==> src/rtl/acc_stream_if.sv <==
// acc_stream handshake bundle: operand stream in, packet result out.
// master drives beats and out_ready; slave is the accumulator.
interface acc_stream_if #(
   parameter int DATA_WIDTH = 32,
   parameter int ACC_WIDTH  = 40,
   parameter int CNT_WIDTH  = 8
);
   logic                  in_valid;
   logic                  in_ready;
   logic [DATA_WIDTH-1:0] in_data;
   logic                  in_last;
   logic                  out_valid;
   logic                  out_ready;
   logic [ACC_WIDTH-1:0]  out_sum;
   logic [CNT_WIDTH-1:0]  out_count;
   logic                  out_ovf;

   modport master (
      output in_valid, in_data, in_last, out_ready,
      input  in_ready, out_valid, out_sum, out_count, out_ovf
   );

   modport slave (
      input  in_valid, in_data, in_last, out_ready,
      output in_ready, out_valid, out_sum, out_count, out_ovf
   );
endinterface

==> src/rtl/acc_stream.sv <==
// Streaming packet accumulator fed through a carry-select adder.
// One add per cycle; packet total, beat count and carry flag on output.
module csa #(
   parameter int DATA_WIDTH = 32,
   parameter int STAGE_SIZE = 4
) (
   input  logic [DATA_WIDTH-1:0] a,
   input  logic [DATA_WIDTH-1:0] b,
   input  logic                  ci,
   output logic [DATA_WIDTH-1:0] sum,
   output logic                  co
);
   localparam int NS = DATA_WIDTH / STAGE_SIZE;

   logic [STAGE_SIZE:0] s0;
   logic [STAGE_SIZE:0] s1;
   logic                c;

   // Each stage precomputes both carry-in cases and selects on the ripple
   always_comb begin
      sum = '0;
      s0  = '0;
      s1  = '0;
      c   = ci;
      for (int i = 0; i < NS; i++) begin
         s0 = {1'b0, a[i*STAGE_SIZE +: STAGE_SIZE]}
            + {1'b0, b[i*STAGE_SIZE +: STAGE_SIZE]};
         s1 = s0 + (STAGE_SIZE+1)'(1);
         sum[i*STAGE_SIZE +: STAGE_SIZE] =
            c ? s1[STAGE_SIZE-1:0] : s0[STAGE_SIZE-1:0];
         c = c ? s1[STAGE_SIZE] : s0[STAGE_SIZE];
      end
      co = c;
   end
endmodule

module acc_stream #(
   parameter int DATA_WIDTH = 32,
   parameter int ACC_WIDTH  = 40,
   parameter int STAGE_SIZE = 4,
   parameter int CNT_WIDTH  = 8
) (
   input  logic         clk,
   input  logic         rst_n,
   input  logic         clr,
   acc_stream_if.slave  s
);
   typedef enum logic [1:0] {IDLE, ACC, DONE} state_t;

   localparam logic [CNT_WIDTH-1:0] CNT_MAX = '1;

   state_t               state_q, state_d;
   logic [ACC_WIDTH-1:0] acc_q, acc_d;
   logic [CNT_WIDTH-1:0] cnt_q, cnt_d;
   logic                 ovf_q, ovf_d;
   logic                 out_valid_q, out_valid_d;
   logic [ACC_WIDTH-1:0] out_sum_q, out_sum_d;
   logic [CNT_WIDTH-1:0] out_count_q, out_count_d;
   logic                 out_ovf_q, out_ovf_d;

   logic                 fresh;
   logic                 accept;
   logic [ACC_WIDTH-1:0] a_op;
   logic [ACC_WIDTH-1:0] b_op;
   logic [ACC_WIDTH-1:0] sum;
   logic                 co;
   logic [CNT_WIDTH-1:0] base_cnt;
   logic [CNT_WIDTH-1:0] cnt_inc;
   logic                 base_ovf;

   // A beat outside ACC always opens a new packet from zero
   assign fresh    = (state_q != ACC);
   assign s.in_ready = ~clr & ((state_q != DONE) | s.out_ready);
   assign accept   = s.in_valid & s.in_ready;
   assign a_op     = fresh ? '0 : acc_q;
   assign b_op     = ACC_WIDTH'(s.in_data);
   assign base_cnt = fresh ? '0 : cnt_q;
   assign base_ovf = fresh ? 1'b0 : ovf_q;
   assign cnt_inc  = (base_cnt == CNT_MAX) ? base_cnt
                   : base_cnt + CNT_WIDTH'(1);

   csa #(
      .DATA_WIDTH (ACC_WIDTH),
      .STAGE_SIZE (STAGE_SIZE)
   ) u_csa (
      .a   (a_op),
      .b   (b_op),
      .ci  (1'b0),
      .sum (sum),
      .co  (co)
   );

   // Next state: clear wins, then drain, then the accepted beat
   always_comb begin
      state_d     = state_q;
      acc_d       = acc_q;
      cnt_d       = cnt_q;
      ovf_d       = ovf_q;
      out_valid_d = out_valid_q;
      out_sum_d   = out_sum_q;
      out_count_d = out_count_q;
      out_ovf_d   = out_ovf_q;
      if (clr) begin
         state_d     = IDLE;
         acc_d       = '0;
         cnt_d       = '0;
         ovf_d       = 1'b0;
         out_valid_d = 1'b0;
         out_sum_d   = '0;
         out_count_d = '0;
         out_ovf_d   = 1'b0;
      end else begin
         if (state_q == DONE && s.out_ready) begin
            out_valid_d = 1'b0;
            state_d     = IDLE;
         end
         if (accept) begin
            if (s.in_last) begin
               out_sum_d   = sum;
               out_count_d = cnt_inc;
               out_ovf_d   = base_ovf | co;
               out_valid_d = 1'b1;
               acc_d       = '0;
               cnt_d       = '0;
               ovf_d       = 1'b0;
               state_d     = DONE;
            end else begin
               acc_d   = sum;
               cnt_d   = cnt_inc;
               ovf_d   = base_ovf | co;
               state_d = ACC;
            end
         end
      end
   end

   // State and result registers
   always_ff @(posedge clk or negedge rst_n) begin
      if (!rst_n) begin
         state_q     <= IDLE;
         acc_q       <= '0;
         cnt_q       <= '0;
         ovf_q       <= 1'b0;
         out_valid_q <= 1'b0;
         out_sum_q   <= '0;
         out_count_q <= '0;
         out_ovf_q   <= 1'b0;
      end else begin
         state_q     <= state_d;
         acc_q       <= acc_d;
         cnt_q       <= cnt_d;
         ovf_q       <= ovf_d;
         out_valid_q <= out_valid_d;
         out_sum_q   <= out_sum_d;
         out_count_q <= out_count_d;
         out_ovf_q   <= out_ovf_d;
      end
   end

   assign s.out_valid = out_valid_q;
   assign s.out_sum   = out_sum_q;
   assign s.out_count = out_count_q;
   assign s.out_ovf   = out_ovf_q;
endmodule

==> src/flat_wrapper.sv <==
// flat-port wrapper written by rule: the top's interface ports become plain ports
module acc_stream_flat 
#(
   parameter int DATA_WIDTH = 32,
   parameter int ACC_WIDTH  = 40,
   parameter int STAGE_SIZE = 4,
   parameter int CNT_WIDTH  = 8
)
  (clk, rst_n, clr, s_in_valid, s_in_data, s_in_last, s_out_ready, s_in_ready, s_out_valid, s_out_sum, s_out_count, s_out_ovf);
  acc_stream_if #(.DATA_WIDTH(DATA_WIDTH), .ACC_WIDTH(ACC_WIDTH), .CNT_WIDTH(CNT_WIDTH)) s_i ();
  input  logic clk;
  input  logic rst_n;
  input  logic clr;
  input wire logic [$bits(s_i.in_valid)-1:0] s_in_valid;
  input wire logic [$bits(s_i.in_data)-1:0] s_in_data;
  input wire logic [$bits(s_i.in_last)-1:0] s_in_last;
  input wire logic [$bits(s_i.out_ready)-1:0] s_out_ready;
  output wire logic [$bits(s_i.in_ready)-1:0] s_in_ready;
  output wire logic [$bits(s_i.out_valid)-1:0] s_out_valid;
  output wire logic [$bits(s_i.out_sum)-1:0] s_out_sum;
  output wire logic [$bits(s_i.out_count)-1:0] s_out_count;
  output wire logic [$bits(s_i.out_ovf)-1:0] s_out_ovf;
  assign s_i.in_valid = s_in_valid;
  assign s_i.in_data = s_in_data;
  assign s_i.in_last = s_in_last;
  assign s_i.out_ready = s_out_ready;
  assign s_in_ready = s_i.in_ready;
  assign s_out_valid = s_i.out_valid;
  assign s_out_sum = s_i.out_sum;
  assign s_out_count = s_i.out_count;
  assign s_out_ovf = s_i.out_ovf;
  acc_stream #(.DATA_WIDTH(DATA_WIDTH), .ACC_WIDTH(ACC_WIDTH), .STAGE_SIZE(STAGE_SIZE), .CNT_WIDTH(CNT_WIDTH)) u_core (.clk(clk), .rst_n(rst_n), .clr(clr), .s(s_i));
endmodule
==> config.mk <==
export PLATFORM = sky130hd
export DESIGN_NAME = acc_stream_flat
export DESIGN_NICKNAME = d
export VERILOG_FILES = /design/src/rtl/acc_stream_if.sv /design/src/rtl/acc_stream.sv /design/src/flat_wrapper.sv
export SDC_FILE = /design/constraint.sdc
export NUM_CORES = 1
export LEC_CHECK = 0
export ABC_CLOCK_PERIOD_IN_PS = 8100
export BUFFER_PORTS_ARGS = -buffer_cell sky130_fd_sc_hd__buf_2
export CORE_AREA = 5 5 113 115
export CTS_CLUSTER_SIZE = 24
export DETAILED_ROUTE_END_ITERATION = 7
export DIE_AREA = 0 0 118 120
export GPL_ROUTABILITY_DRIVEN = 0
export HOLD_SLACK_MARGIN = 0.1
export PLACE_DENSITY = 0.82
export SYNTH_ARGS = -nofsm -noshare
export SYNTH_HDL_FRONTEND = slang
export SYNTH_HIERARCHICAL = 1
export SYNTH_SLANG_ARGS = --single-unit
==> constraint.sdc <==
create_clock -name clk -period 8.1 [get_ports clk]
set_input_delay 1.215 -clock clk [delete_from_list [all_inputs] [get_ports clk]]
set_output_delay 1.215 -clock clk [all_outputs]
set_load 0.05 [all_outputs]
# Word-level counts from Yosys, hierarchy flattened
# Cells that the tools add are included.
# totals
register_bits	101
output_inout_bits	51
# classes
addsub	18
eq_ne	4
mux	48
bitwise	5
n_reduce_logical	5
# ops
operator	n
two-way mux 40 bit	7
two-way mux 8 bit	8
adder 4 x 4 -> 5 bit	8
two-way mux 4 bit	9
adder 5 x 1 -> 5 bit (second input constant)	7
two-way mux 1 bit	20
adder 4 x 1 -> 5 bit (second input constant)	2
adder 8 x 1 -> 8 bit (second input constant)	1
== test 8 bit (second input constant)	1
two-way mux 2 bit	4
nonzero test 2 bit	2
nonzero test 3 bit	1
bitwise AND 1 bit	2
== test 2 bit (second input constant)	1
inequality test 2 x 1 -> 1 bit (second input constant)	1
inequality test 2 bit (second input constant)	1
bitwise OR 1 bit	2
AND reduction 2 bit	1
logical AND 1 bit	1
inverter 1 bit	1

# Longest topological paths before layout
# Gate-level depths: netlist (run 1).
# depth
ltp_word	17
mapped_depth	21

# Modules after synthesis
# Netlist (run 1), hierarchy kept.
# modules_own_cells
module	n_inst	cells_per_inst	area_each_um2
acc_stream	1	436	4459.3
csa	1	248	2243.4

# Worst setup path before layout (run 1)
# OpenSTA, ideal clock, no wires.
# synth_timing
path_kind	input to register
from	in s_in_data[4]
to	reg u_core.acc_q[37]
setup_time_ps	121
arrival_ps	5601
setup_slack_ps	2378
cell_stages	16
path_buffers	0
path_cell_list	ha_1 -> fa_1 -> xor2_1 -> and3b_1 -> o31ai_1 -> a221oi_2 -> mux2i_1 -> mux2i_1 -> mux2i_1 -> mux2i_1 -> mux2i_1 -> mux2i_1 -> mux2i_2 -> xnor2_1 -> mux2_1 -> a22o_1
# synth_between
elab_chain_cells	14
# synth_rtl
item	line_no	source
from (decl)	flat_wrapper.sv:15	input wire logic [$bits(s_i.in_data)-1:0] s_in_data;
adder 4 x 4 -> 5 bit *	acc_stream.sv:27	+ {1'b0, b[i*STAGE_SIZE +: STAGE_SIZE]};
adder 5 x 1 -> 5 bit	acc_stream.sv:28	s1 = s0 + (STAGE_SIZE+1)'(1);
two-way mux 1 bit * (8 in series)	acc_stream.sv:31	c = c ? s1[STAGE_SIZE] : s0[STAGE_SIZE];
two-way mux 4 bit *	acc_stream.sv:30	c ? s1[STAGE_SIZE-1:0] : s0[STAGE_SIZE-1:0];
net u_core.sum[37]	acc_stream.sv:65	logic [ACC_WIDTH-1:0] sum;
two-way mux 40 bit *	acc_stream.sv:118	if (s.in_last) begin
two-way mux 40 bit *	acc_stream.sv:117	if (accept) begin
two-way mux 40 bit *	acc_stream.sv:103	if (clr) begin
to (signal assigned)	acc_stream.sv:141	acc_q <= '0;
to (signal assigned)	acc_stream.sv:150	acc_q <= acc_d;
to (decl)	acc_stream.sv:53	logic [ACC_WIDTH-1:0] acc_q, acc_d;
# Mark *: on every way through the listed nets, which the timed path passes. The rest lies on a longest branch. The select of a mux whose other input is x is not followed.
# A chain may end at the register's enable or synchronous reset.

# Worst setup path in the final report (run 1)
# layout_timing
from	reg u_core.state_q[0]
to	reg u_core.acc_q[37]
# layout_between
elab_chain_cells	16
# layout_rtl
item	line_no	source
from (decl)	acc_stream.sv:52	state_t state_q, state_d;
from (signal assigned)	acc_stream.sv:149	state_q <= state_d;
inequality test 2 x 1 -> 1 bit *	acc_stream.sv:72	assign fresh = (state_q != ACC);
two-way mux 40 bit *	acc_stream.sv:75	assign a_op = fresh ? '0 : acc_q;
net u_core.a_op[4]	acc_stream.sv:63	logic [ACC_WIDTH-1:0] a_op;
adder 4 x 4 -> 5 bit *	acc_stream.sv:27	
adder 5 x 1 -> 5 bit	acc_stream.sv:28	
two-way mux 1 bit * (8 in series)	acc_stream.sv:31	
two-way mux 4 bit *	acc_stream.sv:30	
net u_core.sum[37]	acc_stream.sv:65	
two-way mux 40 bit *	acc_stream.sv:118	
two-way mux 40 bit *	acc_stream.sv:117	
two-way mux 40 bit *	acc_stream.sv:103	
# Marks and branches as above.

==> results of run 1 <==
[layout make-up]
type / count / share of cell area
flip-flops and latches: 101 / 0.334
clock buffers: 11 / 0.0334
clock inverters: 5 / 0.00778
inverters: 8 / 0.00397
repair buffers: 94 / 0.0646
multi-input cells: 557 / 0.532
well taps: 147 / 0.0243
[layout by cell type (no fill, tap or decap), types with 3 or more instances in the layout]
master                      netlist  final
sky130_fd_sc_hd__a21o_1          24     24
sky130_fd_sc_hd__a21oi_1         32     32
sky130_fd_sc_hd__a22o_1          41     41
sky130_fd_sc_hd__and2_1          48     48
sky130_fd_sc_hd__and3_1           5      4
sky130_fd_sc_hd__buf_2            8     87
sky130_fd_sc_hd__buf_4            6      7
sky130_fd_sc_hd__clkbuf_16        0      9
sky130_fd_sc_hd__conb_1           1     16
sky130_fd_sc_hd__dfrtp_1        101    101
sky130_fd_sc_hd__fa_1            10     10
sky130_fd_sc_hd__ha_1            51     51
sky130_fd_sc_hd__inv_1            8      8
sky130_fd_sc_hd__mux2_2           8      8
sky130_fd_sc_hd__mux2i_1         11     11
sky130_fd_sc_hd__nand2_1        103    103
sky130_fd_sc_hd__nand3_1         11     11
sky130_fd_sc_hd__nand3b_1         8      8
sky130_fd_sc_hd__nand4_1         16     16
sky130_fd_sc_hd__nand4b_1         4      4
sky130_fd_sc_hd__nor2_1           9      9
sky130_fd_sc_hd__nor3_1           3      3
sky130_fd_sc_hd__o21ai_0         39     39
sky130_fd_sc_hd__o21ai_1         12     12
sky130_fd_sc_hd__xnor2_1         40     40
sky130_fd_sc_hd__xor2_1          23     23
[routing by layer]
| metal | share of wire | vias to the layer above | wire length (um) |
|---|---|---|---|
| li1 | - | 2593 | - |
| met3 | 0.049 | 16 | 745 |
| met5 | 0 | - | 0 |
| met2 | 0.50 | 138 | 7730 |
| met4 | 0.013 | 0 | 201 |
| met1 | 0.43 | 2623 | 6680 |
[logic make-up after synthesis]
| kind of cell | after synthesis |
|---|---|
| simple gates | 224 |
| compound gates | 172 |
| flops | 101 |
| xor+xnor | 63 |
| fa+ha+maj | 61 |
| buf+inv | 41 |
| mux | 21 |
| other cells | 1 |
[through the flow]
stage                     utilization  cell area, um2
after CTS                       0.645            7560
after detailed placement        0.619            7250
after floorplan                     -            6760
final                           0.645            7560
after global routing            0.645            7560
after global placement          0.619            7250
[registers in the layout, summed over array words and instances (netlist names)]
register and count:
u_core/acc_q 40, u_core/ovf_q 1, u_core/cnt_q 8, u_core/s.out_ovf 1, u_core/state_q 2, u_core/s.out_sum 40
u_core/s.out_count 8, u_core/s.out_valid 1
[cells in the mapped netlist, drive strengths merged (3+ instances only)]
master	number	area [um2]
and2	48	300
ha	51	638
nand2	103	387
xor2	23	201
clkbuf	13	52.6
xnor2	40	350
nand3b	8	60.1
nand3	11	55.1
nand4	16	100
nor2b	3	18.8
a21o	25	189
buf	20	145
inv	8	30.0
o21ai	51	255
nand4b	4	35.0
nor2	10	40.0
a22o	42	369
mux2i	12	124
nor3	3	15.0
a21oi	33	176
dfrtp	101	2530
fa	10	200
and3	5	31.3
mux2	9	101
[path summary, 6_finish.rpt]
path | from | cells past startpoint | end
max | u_core/state_q[0]$_DFFE_PN0P_ | 18 | u_core/acc_q[37]$_DFFE_PN0P_
min | u_core/acc_q[1]$_DFFE_PN0P_ | 1 | u_core/acc_q[1]$_DFFE_PN0P_
max reg2reg | u_core/state_q[0]$_DFFE_PN0P_ | 18 | u_core/acc_q[37]$_DFFE_PN0P_
min reg2reg | u_core/acc_q[1]$_DFFE_PN0P_ | 1 | u_core/acc_q[1]$_DFFE_PN0P_
max in group asynchronous | rst_n | 2 | u_core/s.out_sum[18]$_DFFE_PN0P_
min in group asynchronous | rst_n | 1 | u_core/s.out_sum[4]$_DFFE_PN0P_
[report_power, final]
part           switching (mW)  internal (mW)  leakage [nW]
Sequential             0.0130          0.527          1.38
Combinational           0.146         0.0666          2.26
Clock                   0.195          0.257         0.148
[worst max-delay path, cell delays in order, from the launching register on]
cell,delay (ps)
sky130_fd_sc_hd__dfrtp_1,480
sky130_fd_sc_hd__nor2b_4,480
sky130_fd_sc_hd__and2_1,210
sky130_fd_sc_hd__ha_1,190
sky130_fd_sc_hd__fa_1,290
sky130_fd_sc_hd__xor2_1,310
sky130_fd_sc_hd__and3b_1,230
sky130_fd_sc_hd__o31ai_1,90
sky130_fd_sc_hd__a221oi_2,310
sky130_fd_sc_hd__mux2i_1,410
sky130_fd_sc_hd__mux2i_1,370
sky130_fd_sc_hd__mux2i_1,330
sky130_fd_sc_hd__mux2i_1,390
sky130_fd_sc_hd__mux2i_1,350
sky130_fd_sc_hd__mux2i_1,370
sky130_fd_sc_hd__mux2i_2,470
sky130_fd_sc_hd__xnor2_1,230
sky130_fd_sc_hd__mux2_1,380
sky130_fd_sc_hd__a22o_1,200
==> metrics.txt, run 1 <==
# TYPE chip_impl_metric gauge
chip_impl_info{name="startpoint_type",value="register"} 1
chip_impl_metric{name="critPathMaxFanout",unit=""} 22
chip_impl_metric{name="count_of_state_elements_after_synthesis",unit=""} 101
chip_impl_metric{name="gr-usage-met3",unit=""} 0.0377
chip_impl_metric{name="count_of_final_max_slew_check_failures",unit=""} 0
chip_impl_metric{name="synthAdderAreaFrac",unit=""} 0.125
chip_impl_metric{name="layout_setup_ws",unit="ps"} 1890
chip_impl_metric{name="die_x",unit="um"} 118
chip_impl_metric{name="setup_tns",unit="ps"} 0
chip_impl_metric{name="ys_seq_area_frac",unit=""} 0.377
chip_impl_info{name="start_to_end_type_of_the_worst_setup_path",value="reg -> reg"} 1
chip_impl_metric{name="synthesis.area",unit="mm2"} 0.00670
chip_impl_metric{name="grt_start_max_net_pins",unit=""} 74
chip_impl_info{name="outcome",value="completed"} 1
chip_impl_metric{name="hold_slack",unit="ps"} 497
chip_impl_metric{name="clk_pin_slew_worst_paths",unit="ps"} 70
chip_impl_metric{name="post_drt_wl_per_cell",unit="um"} 16.6
chip_impl_metric{name="dp.final_hpwl",unit="mm"} 10.9
chip_impl_metric{name="timing_worst_slew_pin_value",unit="ps"} 935
chip_impl_metric{name="yosys.cell_types.count",unit=""} 61
chip_impl_metric{name="power.leakage",unit="nW"} 3.79
chip_impl_metric{name="rrSetupSlack",unit="ps"} 1890
chip_impl_metric{name="die_area",unit="mm2"} 0.0142
chip_impl_metric{name="place_ws",unit="ps"} 1550
chip_impl_metric{name="drt_first_iter_violations",unit=""} 355
chip_impl_metric{name="ctsHtreeMaxLevel",unit=""} 3
chip_impl_metric{name="yosys_warnings",unit=""} 6
chip_impl_metric{name="ioPinCount",unit=""} 89
chip_impl_metric{name="synth.mux.area_fraction",unit=""} 0.0336
chip_impl_metric{name="layout_worst_path_cycle_share",unit=""} 0.767
chip_impl_metric{name="ctsResizeCount",unit=""} 0
chip_impl_metric{name="mapped_avg_cell_area",unit="um2"} 9.80
chip_impl_metric{name="numPlacedInstances",unit=""} 907
chip_impl_metric{name="areaGrowthSynthToFinish",unit="%"} 12.8
chip_impl_metric{name="final_nets",unit=""} 870
chip_impl_metric{name="timing.max_slew.rel_slack",unit=""} 0.377
chip_impl_metric{name="yosys.area_share.xor_xnor",unit=""} 0.0823
chip_impl_metric{name="final-hold-violation-count",unit=""} 0
chip_impl_metric{name="footprint_of_the_multi_input_gates",unit="mm2"} 0.00402
chip_impl_metric{name="max_cap_violations",unit=""} 0
chip_impl_metric{name="antenna_found_initial",unit=""} 0
chip_impl_info{name="clockRootBuffer",value="sky130_fd_sc_hd__clkbuf_16"} 1
chip_impl_metric{name="vdd_ir_drop_max",unit="V"} 0.000133
chip_impl_metric{name="min_period",unit="ps"} 6210
chip_impl_metric{name="core_area",unit="mm2"} 0.0117
chip_impl_metric{name="synth-edff-count",unit=""} 0
chip_impl_metric{name="timing.clock.skew",unit="ps"} 6.98
chip_impl_metric{name="postSynthCellCount",unit=""} 684
chip_impl_metric{name="post-cts-setup-buffers",unit=""} 0
chip_impl_metric{name="via_per_inst",unit=""} 5.82
chip_impl_metric{name="grt_util_met1",unit=""} 0.272
chip_impl_metric{name="final_cells",unit=""} 923
chip_impl_metric{name="grtUsageMet2",unit=""} 0.391
chip_impl_metric{name="postSynth.asyncResetShare",unit=""} 1.00
chip_impl_metric{name="vias_in_the_first_global_route",unit=""} 5491
chip_impl_metric{name="ctsHoldBuffers",unit=""} 0
chip_impl_metric{name="final-setup-viol-count",unit=""} 0
chip_impl_metric{name="wire_length_of_the_first_global_routing_pass",unit="mm"} 26.1
chip_impl_metric{name="globalRoute.totalOverflow",unit=""} 0
chip_impl_metric{name="grt_use_total",unit=""} 0.221
chip_impl_metric{name="first_pass_iters",unit=""} 5
chip_impl_metric{name="area.sequential",unit="mm2"} 0.00253
chip_impl_metric{name="antenna_violating_nets_remaining",unit=""} 0
chip_impl_metric{name="antennaDiodeCount",unit=""} 0
chip_impl_metric{name="floorplan.die.height",unit="um"} 120
chip_impl_metric{name="cts_buffer_depth",unit=""} 2
chip_impl_info{name="synth_top_family_by_area",value="compound AO/OA/AOI/OAI gates"} 1
chip_impl_metric{name="cts_made_buffers",unit=""} 9
chip_impl_metric{name="power_per_cell_area",unit="mW/mm2"} 159
chip_impl_metric{name="rows",unit=""} 40
chip_impl_metric{name="fillerInstances",unit=""} 951
chip_impl_metric{name="required",unit="ps"} 8350
chip_impl_metric{name="remaining_drc_errors",unit=""} 0
chip_impl_metric{name="crit_arrival",unit="ps"} 6460
chip_impl_info{name="grt_busiest_layer",value="met2"} 1
chip_impl_metric{name="clock-sinks",unit=""} 101
chip_impl_metric{name="floorplan.initialDensity",unit=""} 0.572
chip_impl_info{name="ys_dominant_reg_cell",value="sky130_fd_sc_hd__dfrtp_1"} 1
chip_impl_metric{name="totalPowerFinal",unit="mW"} 1.20
chip_impl_metric{name="clk-insertion-delay-late",unit="ps"} 350
chip_impl_info{name="min-delay-path-class",value="reg -> reg"} 1
chip_impl_metric{name="port-buffer-count",unit=""} 88
chip_impl_metric{name="max_freq",unit="GHz"} 0.161
chip_impl_info{name="critPathCaptureType",value="register"} 1
chip_impl_metric{name="synth-compound-area-share",unit=""} 0.175
chip_impl_metric{name="synth_simple_gate_area_share",unit=""} 0.172
chip_impl_info{name="rsz0062_at_grt",value="false"} 1
chip_impl_info{name="tritoncts_clock_tree",value="done"} 1
chip_impl_metric{name="wirelength",unit="mm"} 15.4
chip_impl_metric{name="layout-drive-gt1-share",unit=""} 0.169
chip_impl_metric{name="vias",unit=""} 5370
Note: power is estimated with default switching activity, not from simulation.
==> run 2: changes to the inputs <==
--- a/config.mk
+++ b/config.mk
@@ -5,15 +5,15 @@
 export SDC_FILE = /design/constraint.sdc
 export NUM_CORES = 1
 export LEC_CHECK = 0
-export ABC_CLOCK_PERIOD_IN_PS = 8100
+export ABC_CLOCK_PERIOD_IN_PS = 5600
 export BUFFER_PORTS_ARGS = -buffer_cell sky130_fd_sc_hd__buf_2
-export CORE_AREA = 5 5 113 115
+export CORE_AREA = 5 5 119 121
 export CTS_CLUSTER_SIZE = 24
 export DETAILED_ROUTE_END_ITERATION = 7
-export DIE_AREA = 0 0 118 120
+export DIE_AREA = 0 0 124 126
 export GPL_ROUTABILITY_DRIVEN = 0
 export HOLD_SLACK_MARGIN = 0.1
-export PLACE_DENSITY = 0.82
+export PLACE_DENSITY = 0.78
 export SYNTH_ARGS = -nofsm -noshare
 export SYNTH_HDL_FRONTEND = slang
 export SYNTH_HIERARCHICAL = 1
==> constraint.sdc (replaced) <==
create_clock -name clk -period 5.6 [get_ports clk]
set_input_delay 0.84 -clock clk [delete_from_list [all_inputs] [get_ports clk]]
set_output_delay 0.84 -clock clk [all_outputs]
set_load 0.05 [all_outputs]
==> run 2 against run 1 <==
Power grew 46%. Maximum frequency is 15% higher. Utilization shrank 5.2 points. Clock skew increased by 0.76 ps.
==> metrics.txt, run 2 (same netlist as run 1, synthesis figures left out) <==
# TYPE chip_impl_metric gauge
chip_impl_info{name="start_to_end_type_of_the_worst_setup_path",value="reg -> reg"} 1
chip_impl_metric{name="grt_start_max_net_pins",unit=""} 57
chip_impl_metric{name="fillerInstances",unit=""} 1115
chip_impl_metric{name="antenna_found_initial",unit=""} 0
chip_impl_info{name="tritoncts_clock_tree",value="done"} 1
chip_impl_metric{name="first_pass_iters",unit=""} 5
chip_impl_metric{name="via_per_inst",unit=""} 5.64
chip_impl_metric{name="worst_r2r_path_depth",unit=""} 20
chip_impl_metric{name="dp.final_hpwl",unit="mm"} 10.8
chip_impl_metric{name="die_x",unit="um"} 124
chip_impl_metric{name="crit_path_max_incr_delay",unit="ps"} 470
chip_impl_metric{name="timing.clock.skew",unit="ps"} 7.74
chip_impl_info{name="timing.rr.end",value="u_core/ovf_q$_DFFE_PN0P_"} 1
chip_impl_metric{name="max_cap_violations",unit=""} 0
chip_impl_info{name="critical_path.startpoint",value="u_core/state_q[1]$_DFFE_PN0P_"} 1
chip_impl_info{name="most-common-layout-cells",value="103 x sky130_fd_sc_hd__nand2_1, 100 x sky130_fd_sc_hd__dfrtp_1, 87 x sky130_fd_sc_hd__buf_2, 51 x sky130_fd_sc_hd__ha_1, 48 x sky130_fd_sc_hd__and2_1"} 1
chip_impl_metric{name="max_freq",unit="GHz"} 0.186
chip_impl_metric{name="place_ws",unit="ps"} -156
chip_impl_info{name="final_common_cell",value="sky130_fd_sc_hd__nand2_1"} 1
chip_impl_metric{name="final_nets",unit=""} 880
chip_impl_metric{name="post_drt_wl_per_cell",unit="um"} 16.2
chip_impl_metric{name="power.leakage",unit="nW"} 3.86
chip_impl_metric{name="ctsHtreeMaxLevel",unit=""} 3
chip_impl_metric{name="rows",unit=""} 42
chip_impl_metric{name="antennaDiodeCount",unit=""} 0
chip_impl_metric{name="count_of_final_max_slew_check_failures",unit=""} 0
chip_impl_metric{name="timing_worst_slew_pin_value",unit="ps"} 1240
chip_impl_metric{name="layout-drive-gt1-share",unit=""} 0.190
chip_impl_metric{name="floorplan.die.height",unit="um"} 126
chip_impl_info{name="min-delay-path-class",value="in -> async"} 1
chip_impl_metric{name="wirelength",unit="mm"} 15.6
chip_impl_metric{name="final-setup-viol-count",unit=""} 0
chip_impl_info{name="critical_path.cell_chain",value="nor2b_4 -> buf_4 -> and2_1 -> ha_1 -> xor2_2 -> and3b_1 -> o31ai_1 -> a221oi_2 -> mux2i_2 -> mux2i_2 -> mux2i_2 -> mux2i_2 -> mux2i_2 -> mux2i_2 -> mux2i_2 -> buf_4 -> mux2i_1 -> xor2_1 -> a22oi_1 -> o32ai_1"} 1
chip_impl_metric{name="required",unit="ps"} 5850
chip_impl_metric{name="core_area",unit="mm2"} 0.0130
chip_impl_metric{name="floorplan.initialDensity",unit=""} 0.516
chip_impl_metric{name="timing.max_slew.rel_slack",unit=""} 0.169
chip_impl_info{name="critical-path-slowest-cell",value="sky130_fd_sc_hd__dfrtp_2"} 1
chip_impl_metric{name="ioPinCount",unit=""} 89
chip_impl_metric{name="vdd_ir_drop_max",unit="V"} 0.000140
chip_impl_metric{name="areaGrowthSynthToFinish",unit="%"} 15.0
chip_impl_metric{name="footprint_of_the_multi_input_gates",unit="mm2"} 0.00405
chip_impl_info{name="cell_occurring_most_often_along_the_worst_timing_path",value="sky130_fd_sc_hd__mux2i_2"} 1
chip_impl_info{name="clockRootBuffer",value="sky130_fd_sc_hd__clkbuf_16"} 1
chip_impl_metric{name="layout_setup_ws",unit="ps"} 215
chip_impl_metric{name="port-buffer-count",unit=""} 88
chip_impl_metric{name="grt_use_total",unit=""} 0.204
chip_impl_info{name="reg2reg_from",value="u_core/state_q[1]$_DFFE_PN0P_"} 1
chip_impl_metric{name="cts_buffer_depth",unit=""} 2
chip_impl_info{name="outcome",value="completed"} 1
chip_impl_metric{name="rrSetupSlack",unit="ps"} 220
chip_impl_metric{name="power_per_cell_area",unit="mW/mm2"} 228
chip_impl_metric{name="ctsHoldBuffers",unit=""} 0
chip_impl_metric{name="clock-sinks",unit=""} 101
chip_impl_metric{name="min_period",unit="ps"} 5380
chip_impl_metric{name="globalRoute.totalOverflow",unit=""} 0
chip_impl_metric{name="remaining_drc_errors",unit=""} 0
chip_impl_metric{name="clk-insertion-delay-late",unit="ps"} 350
chip_impl_metric{name="final-hold-violation-count",unit=""} 0
chip_impl_metric{name="critPathMaxFanout",unit=""} 11
chip_impl_metric{name="drt_first_iter_violations",unit=""} 366
chip_impl_metric{name="final_cells",unit=""} 962
chip_impl_info{name="startpoint_type",value="register"} 1
chip_impl_metric{name="vias",unit=""} 5428
chip_impl_metric{name="cts_made_buffers",unit=""} 9
chip_impl_metric{name="die_area",unit="mm2"} 0.0156
chip_impl_metric{name="area.sequential",unit="mm2"} 0.00253
chip_impl_metric{name="vias_in_the_first_global_route",unit=""} 5414
chip_impl_metric{name="layout_worst_path_cycle_share",unit=""} 0.962
chip_impl_metric{name="crit_arrival",unit="ps"} 5630
chip_impl_info{name="critPathCaptureType",value="register"} 1
chip_impl_metric{name="wire_length_of_the_first_global_routing_pass",unit="mm"} 25.9
chip_impl_metric{name="clk_pin_slew_worst_paths",unit="ps"} 70
chip_impl_metric{name="numPlacedInstances",unit=""} 942
chip_impl_metric{name="antenna_violating_nets_remaining",unit=""} 0
chip_impl_info{name="worst_setup_path_endpoint",value="u_core/ovf_q$_DFFE_PN0P_"} 1
## run 2: worst max-delay path, delay by kind of cell (launching register included)
kind,cells,cell delay (ps)
buffers and inverters,2,380
AOI/OAI and AO/OA,4,760
xor gates and xnor gates,2,430
muxes,8,2400
and+or+nand+nor,3,510
adders and majority gates,1,310
DFF,1,470
## run 2: how the worst min path moves through the flow
stage,start,endpoint,slack (ps),cells past startpoint
after floorplan,u_core/acc_q[32]$_DFFE_PN0P_,u_core/acc_q[32]$_DFFE_PN0P_,460,1
after global placement,u_core/acc_q[31]$_DFFE_PN0P_,u_core/acc_q[31]$_DFFE_PN0P_,480,1
after detailed placement,u_core/acc_q[27]$_DFFE_PN0P_,u_core/acc_q[27]$_DFFE_PN0P_,480,1
after CTS,u_core/acc_q[10]$_DFFE_PN0P_,u_core/acc_q[10]$_DFFE_PN0P_,500,1
after global routing,u_core/acc_q[27]$_DFFE_PN0P_,u_core/acc_q[27]$_DFFE_PN0P_,520,1
final,rst_n,u_core/acc_q[4]$_DFFE_PN0P_,490,1
## run 2: layout make-up
class | count | area share
multi-input cells | 557 | 0.526
inverters | 8 | 0.00390
clock buffers | 13 | 0.0351
clock inverters | 3 | 0.00552
well taps | 176 | 0.0286
repair buffers | 104 | 0.0731
flip-flops and latches | 101 | 0.328
## run 2: timing repair
| item | 4_1_cts | 5_1_grt |
|---|---|---|
| setup endpoints to repair | 0 | 16 |
| buffers inserted | 0 | 4 |
| gates resized for setup | 0 | 8 |
## run 2: report_power, final
part	switching [mW]	internal [mW]	total (mW)
clock	0.281	0.383	0.664
combinational	0.213	0.0977	0.311
sequential	0.0179	0.762	0.780
total	0.513	1.24	1.76
## run 2: through the flow
step	TNS [ps]	utilization	hold WS, ps	power, mW	instance area [um2]
floorplan	0	-	464	1.01	6770
global placement	-1.15	0.565	479	1.09	7340
detailed placement	-383	0.565	483	1.10	7340
CTS	0	0.589	503	1.77	7650
global route	-17.0	0.594	518	1.83	7700
finish	0	0.594	485	1.76	7700
## run 2: metal layers
metal | vias to the layer above | global-route usage | routed length, um
met4 | 0 | 0.0677 | 301
li1 | 2611 | - | -
met5 | - | 0 | 0
met3 | 32 | 0.0314 | 822
met1 | 2633 | 0.276 | 7050
met2 | 152 | 0.335 | 7400
==> run 3: changes to the inputs <==
--- a/config.mk
+++ b/config.mk
@@ -5,12 +5,13 @@
 export SDC_FILE = /design/constraint.sdc
 export NUM_CORES = 1
 export LEC_CHECK = 0
+export ABC_AREA = 1
 export ABC_CLOCK_PERIOD_IN_PS = 5600
 export BUFFER_PORTS_ARGS = -buffer_cell sky130_fd_sc_hd__buf_2
-export CORE_AREA = 5 5 119 121
+export CORE_AREA = 5 5 121 123
 export CTS_CLUSTER_SIZE = 24
 export DETAILED_ROUTE_END_ITERATION = 7
-export DIE_AREA = 0 0 124 126
+export DIE_AREA = 0 0 126 128
 export GPL_ROUTABILITY_DRIVEN = 0
 export HOLD_SLACK_MARGIN = 0.1
 export PLACE_DENSITY = 0.78
==> run 3 against run 2 <==
Clock power rose by 10%. Critical path type unchanged. Power rose by 7.4%. Synthesized cell count rose by 20%. Clock skew rose by 0.56 ps. Cell count rose by 14%. Worst setup slack improved by 1300 ps. Register-to-register slack improved by 1300 ps. Synthesized area rose by 3.4%. Critical endpoint unchanged. Largest cell class unchanged. Clock-buffer cell count fell by 2.
==> metrics.txt, run 3 <==
# TYPE chip_impl_metric gauge
chip_impl_metric{name="required",unit="ps"} 5790
chip_impl_metric{name="antenna_found_initial",unit=""} 1
chip_impl_metric{name="postSynth.asyncResetShare",unit=""} 1.00
chip_impl_metric{name="count_of_state_elements_after_synthesis",unit=""} 101
chip_impl_metric{name="crit_arrival",unit="ps"} 4310
chip_impl_info{name="clockRootBuffer",value="sky130_fd_sc_hd__clkbuf_16"} 1
chip_impl_metric{name="fillerInstances",unit=""} 1299
chip_impl_info{name="most-common-layout-cells",value="146 x sky130_fd_sc_hd__nand2_1, 131 x sky130_fd_sc_hd__inv_1, 101 x sky130_fd_sc_hd__dfrtp_1, 87 x sky130_fd_sc_hd__buf_2, 70 x sky130_fd_sc_hd__nand3_1"} 1
chip_impl_info{name="timing.rr.end",value="u_core/ovf_q$_DFFE_PN0P_"} 1
chip_impl_metric{name="clock-sinks",unit=""} 101
chip_impl_metric{name="numPlacedInstances",unit=""} 1084
chip_impl_info{name="final_common_cell",value="sky130_fd_sc_hd__nand2_1"} 1
chip_impl_metric{name="antenna_violating_nets_remaining",unit=""} 0
chip_impl_metric{name="yosys_warnings",unit=""} 6
chip_impl_metric{name="postSynthCellCount",unit=""} 823
chip_impl_metric{name="power_per_cell_area",unit="mW/mm2"} 240
chip_impl_metric{name="areaGrowthSynthToFinish",unit="%"} 13.2
chip_impl_metric{name="cts_buffer_depth",unit=""} 2
chip_impl_metric{name="vias_in_the_first_global_route",unit=""} 5634
chip_impl_metric{name="max_cap_violations",unit=""} 0
chip_impl_metric{name="footprint_of_the_multi_input_gates",unit="mm2"} 0.00376
chip_impl_metric{name="worst_r2r_path_depth",unit=""} 25
chip_impl_metric{name="layout_worst_path_cycle_share",unit=""} 0.737
chip_impl_metric{name="ctsResizeCount",unit=""} 0
chip_impl_metric{name="count_of_final_max_slew_check_failures",unit=""} 0
chip_impl_info{name="post_synth_most_frequent_cells",value="146 x sky130_fd_sc_hd__nand2_1, 131 x sky130_fd_sc_hd__inv_1, 101 x sky130_fd_sc_hd__dfrtp_1, 70 x sky130_fd_sc_hd__nand3_1, 64 x sky130_fd_sc_hd__nor2_1"} 1
chip_impl_metric{name="rows",unit=""} 43
chip_impl_info{name="reg2reg_from",value="u_core/state_q[1]$_DFFE_PN0P_"} 1
chip_impl_metric{name="max_freq",unit="GHz"} 0.242
chip_impl_metric{name="floorplan.die.height",unit="um"} 128
chip_impl_metric{name="remaining_drc_errors",unit=""} 0
chip_impl_metric{name="final_area",unit="mm2"} 0.00784
chip_impl_metric{name="synthesis.area",unit="mm2"} 0.00693
chip_impl_info{name="worst_setup_path_endpoint",value="u_core/ovf_q$_DFFE_PN0P_"} 1
chip_impl_metric{name="ys_seq_area_frac",unit=""} 0.365
chip_impl_metric{name="die_area",unit="mm2"} 0.0161
chip_impl_metric{name="final-hold-violation-count",unit=""} 0
chip_impl_metric{name="drt_first_iter_violations",unit=""} 300
chip_impl_metric{name="power.leakage",unit="nW"} 4.22
chip_impl_metric{name="wire_length_of_the_first_global_routing_pass",unit="mm"} 26.6
chip_impl_info{name="outcome",value="completed"} 1
chip_impl_metric{name="post_drt_wl_per_cell",unit="um"} 14.0
chip_impl_metric{name="area.sequential",unit="mm2"} 0.00253
chip_impl_info{name="synth.most_common_cell",value="sky130_fd_sc_hd__nand2_1"} 1
chip_impl_info{name="synth_top_area_cell",value="sky130_fd_sc_hd__dfrtp_1"} 1
chip_impl_metric{name="globalRoute.totalOverflow",unit=""} 0
chip_impl_info{name="critPathCaptureType",value="register"} 1
chip_impl_metric{name="hold_slack",unit="ps"} 468
chip_impl_metric{name="critPathMaxFanout",unit=""} 16
chip_impl_metric{name="yosys.area.top_type_share",unit=""} 0.365
chip_impl_metric{name="timing.clock.skew",unit="ps"} 8.30
chip_impl_metric{name="totalPowerFinal",unit="mW"} 1.89
chip_impl_metric{name="fin_util",unit=""} 0.579
chip_impl_metric{name="antennaDiodeCount",unit=""} 0
chip_impl_metric{name="timing_worst_slew_pin_value",unit="ps"} 1150
chip_impl_metric{name="ctsHoldBuffers",unit=""} 0
chip_impl_metric{name="wirelength",unit="mm"} 15.4
chip_impl_metric{name="clk_pin_slew_worst_paths",unit="ps"} 70
chip_impl_info{name="netlist_top_cells_area",value="sky130_fd_sc_hd__dfrtp_1 36%, sky130_fd_sc_hd__ha_1 9.2%, sky130_fd_sc_hd__nand2_1 7.9%"} 1
chip_impl_metric{name="port-buffer-count",unit=""} 88
chip_impl_info{name="ys_dominant_reg_cell",value="sky130_fd_sc_hd__dfrtp_1"} 1
chip_impl_metric{name="core_area",unit="mm2"} 0.0136
chip_impl_metric{name="synth-edff-count",unit=""} 0
chip_impl_metric{name="min_period",unit="ps"} 4130
chip_impl_metric{name="via_per_inst",unit=""} 5.08
chip_impl_metric{name="die_x",unit="um"} 126
chip_impl_metric{name="final-setup-viol-count",unit=""} 0
chip_impl_metric{name="setup_tns",unit="ps"} 0
chip_impl_info{name="launch_point_of_the_worst_hold_path",value="u_core/s.out_count[3]$_DFFE_PN0P_"} 1
chip_impl_metric{name="clk-insertion-delay-late",unit="ps"} 340
chip_impl_info{name="startpoint_type",value="register"} 1
chip_impl_metric{name="first_pass_iters",unit=""} 4
chip_impl_metric{name="vdd_ir_drop_max",unit="V"} 0.000147
chip_impl_info{name="tritoncts_clock_tree",value="done"} 1
chip_impl_metric{name="dp.final_hpwl",unit="mm"} 11.4
chip_impl_metric{name="grt_use_total",unit=""} 0.199
chip_impl_metric{name="place_ws",unit="ps"} 1480
chip_impl_info{name="min-delay-path-class",value="reg -> reg"} 1
chip_impl_info{name="start_to_end_type_of_the_worst_setup_path",value="reg -> reg"} 1
chip_impl_info{name="critical_path.startpoint",value="u_core/state_q[1]$_DFFE_PN0P_"} 1
chip_impl_metric{name="grt_start_max_net_pins",unit=""} 52
chip_impl_metric{name="final_nets",unit=""} 1014
chip_impl_metric{name="vias",unit=""} 5584
chip_impl_metric{name="ioPinCount",unit=""} 89
chip_impl_metric{name="final_cells",unit=""} 1100
chip_impl_metric{name="ctsHtreeMaxLevel",unit=""} 3
chip_impl_metric{name="floorplan.initialDensity",unit=""} 0.511
chip_impl_metric{name="cts_made_buffers",unit=""} 9
chip_impl_info{name="rsz0062_at_grt",value="false"} 1
chip_impl_metric{name="post_dp_cell_area",unit="mm2"} 0.00748
chip_impl_metric{name="rrSetupSlack",unit="ps"} 1470
chip_impl_metric{name="layout_setup_ws",unit="ps"} 1470
chip_impl_metric{name="yosys.cell_types.count",unit=""} 37
chip_impl_metric{name="post-cts-setup-buffers",unit=""} 0
chip_impl_metric{name="layout-drive-gt1-share",unit=""} 0.170
chip_impl_metric{name="mapped_avg_cell_area",unit="um2"} 8.42
chip_impl_metric{name="timing.max_slew.rel_slack",unit=""} 0.234
==> run 3: final cells by class <==
class                      count  area share
clock buffer                  11      0.0322
multi-input combinational    578       0.480
timing repair buffer          90      0.0584
clock inverter                 5      0.0136
tap                          180      0.0287
inverter                     135      0.0652
sequential                   101       0.322
==> run 3: routing by layer <==
layer / GRT usage / part of all wire
met1: 0.263 / 0.46
met4: 0.0580 / 0.012
met3: 0.0254 / 0.036
met5: 0 / 0.00045
met2: 0.343 / 0.49
==> run 3: how the worst min path moves through the flow <==
stage                                             end  slack (ps)  cells after the start
finish              u_core/s.out_count[3]$_DFFE_PN0P_         470                      2
global route        u_core/s.out_count[3]$_DFFE_PN0P_         500                      2
CTS                 u_core/s.out_count[4]$_DFFE_PN0P_         470                      2
detailed placement  u_core/s.out_count[4]$_DFFE_PN0P_         460                      2
global placement    u_core/s.out_count[4]$_DFFE_PN0P_         450                      2
floorplan                 u_core/cnt_q[3]$_DFFE_PN0P_         450                      2
==> run 3: where the power goes <==
group / leakage [nW] / switching (mW) / internal (mW)
Combinational: 2.67 / 0.264 / 0.108
Sequential: 1.38 / 0.0164 / 0.767
Clock: 0.172 / 0.269 / 0.462
Total: 4.22 / 0.550 / 1.34
==> run 3: kinds of logic (layout without fill, tap and decap cells) <==
group | count (synthesis) | after routing | synth area share
flops | 101 | 101 | 0.365
simple gates | 330 | 330 | 0.239
other cells | 1 | 14 | 0.000541
mux | 4 | 4 | 0.00650
fa+ha+maj | 61 | 61 | 0.121
compound gates | 116 | 116 | 0.101
xor+xnor | 53 | 53 | 0.0681
buf+inv | 157 | 241 | 0.0996
==> run 3: worst max-delay path: stages, from the launching register on <==
cell	delay, ps
sky130_fd_sc_hd__dfrtp_1	390
sky130_fd_sc_hd__inv_1	110
sky130_fd_sc_hd__nand2_1	430
sky130_fd_sc_hd__nor2_1	90
sky130_fd_sc_hd__ha_1	250
sky130_fd_sc_hd__fa_1	510
sky130_fd_sc_hd__ha_1	170
sky130_fd_sc_hd__inv_1	40
sky130_fd_sc_hd__nor2_1	140
sky130_fd_sc_hd__nand3_1	90
sky130_fd_sc_hd__nand2_1	60
sky130_fd_sc_hd__nand2_1	80
sky130_fd_sc_hd__nand2_4	90
sky130_fd_sc_hd__nand2_4	70
sky130_fd_sc_hd__nand2_4	90
sky130_fd_sc_hd__nand2_4	80
sky130_fd_sc_hd__nand2_2	100
sky130_fd_sc_hd__nand3_1	80
sky130_fd_sc_hd__nand3_1	170
sky130_fd_sc_hd__nand3_1	100
sky130_fd_sc_hd__nand3_1	130
sky130_fd_sc_hd__nand3_1	170
sky130_fd_sc_hd__nand3_1	140
sky130_fd_sc_hd__nand2_1	50
sky130_fd_sc_hd__o21ai_0	210
sky130_fd_sc_hd__o22ai_1	110
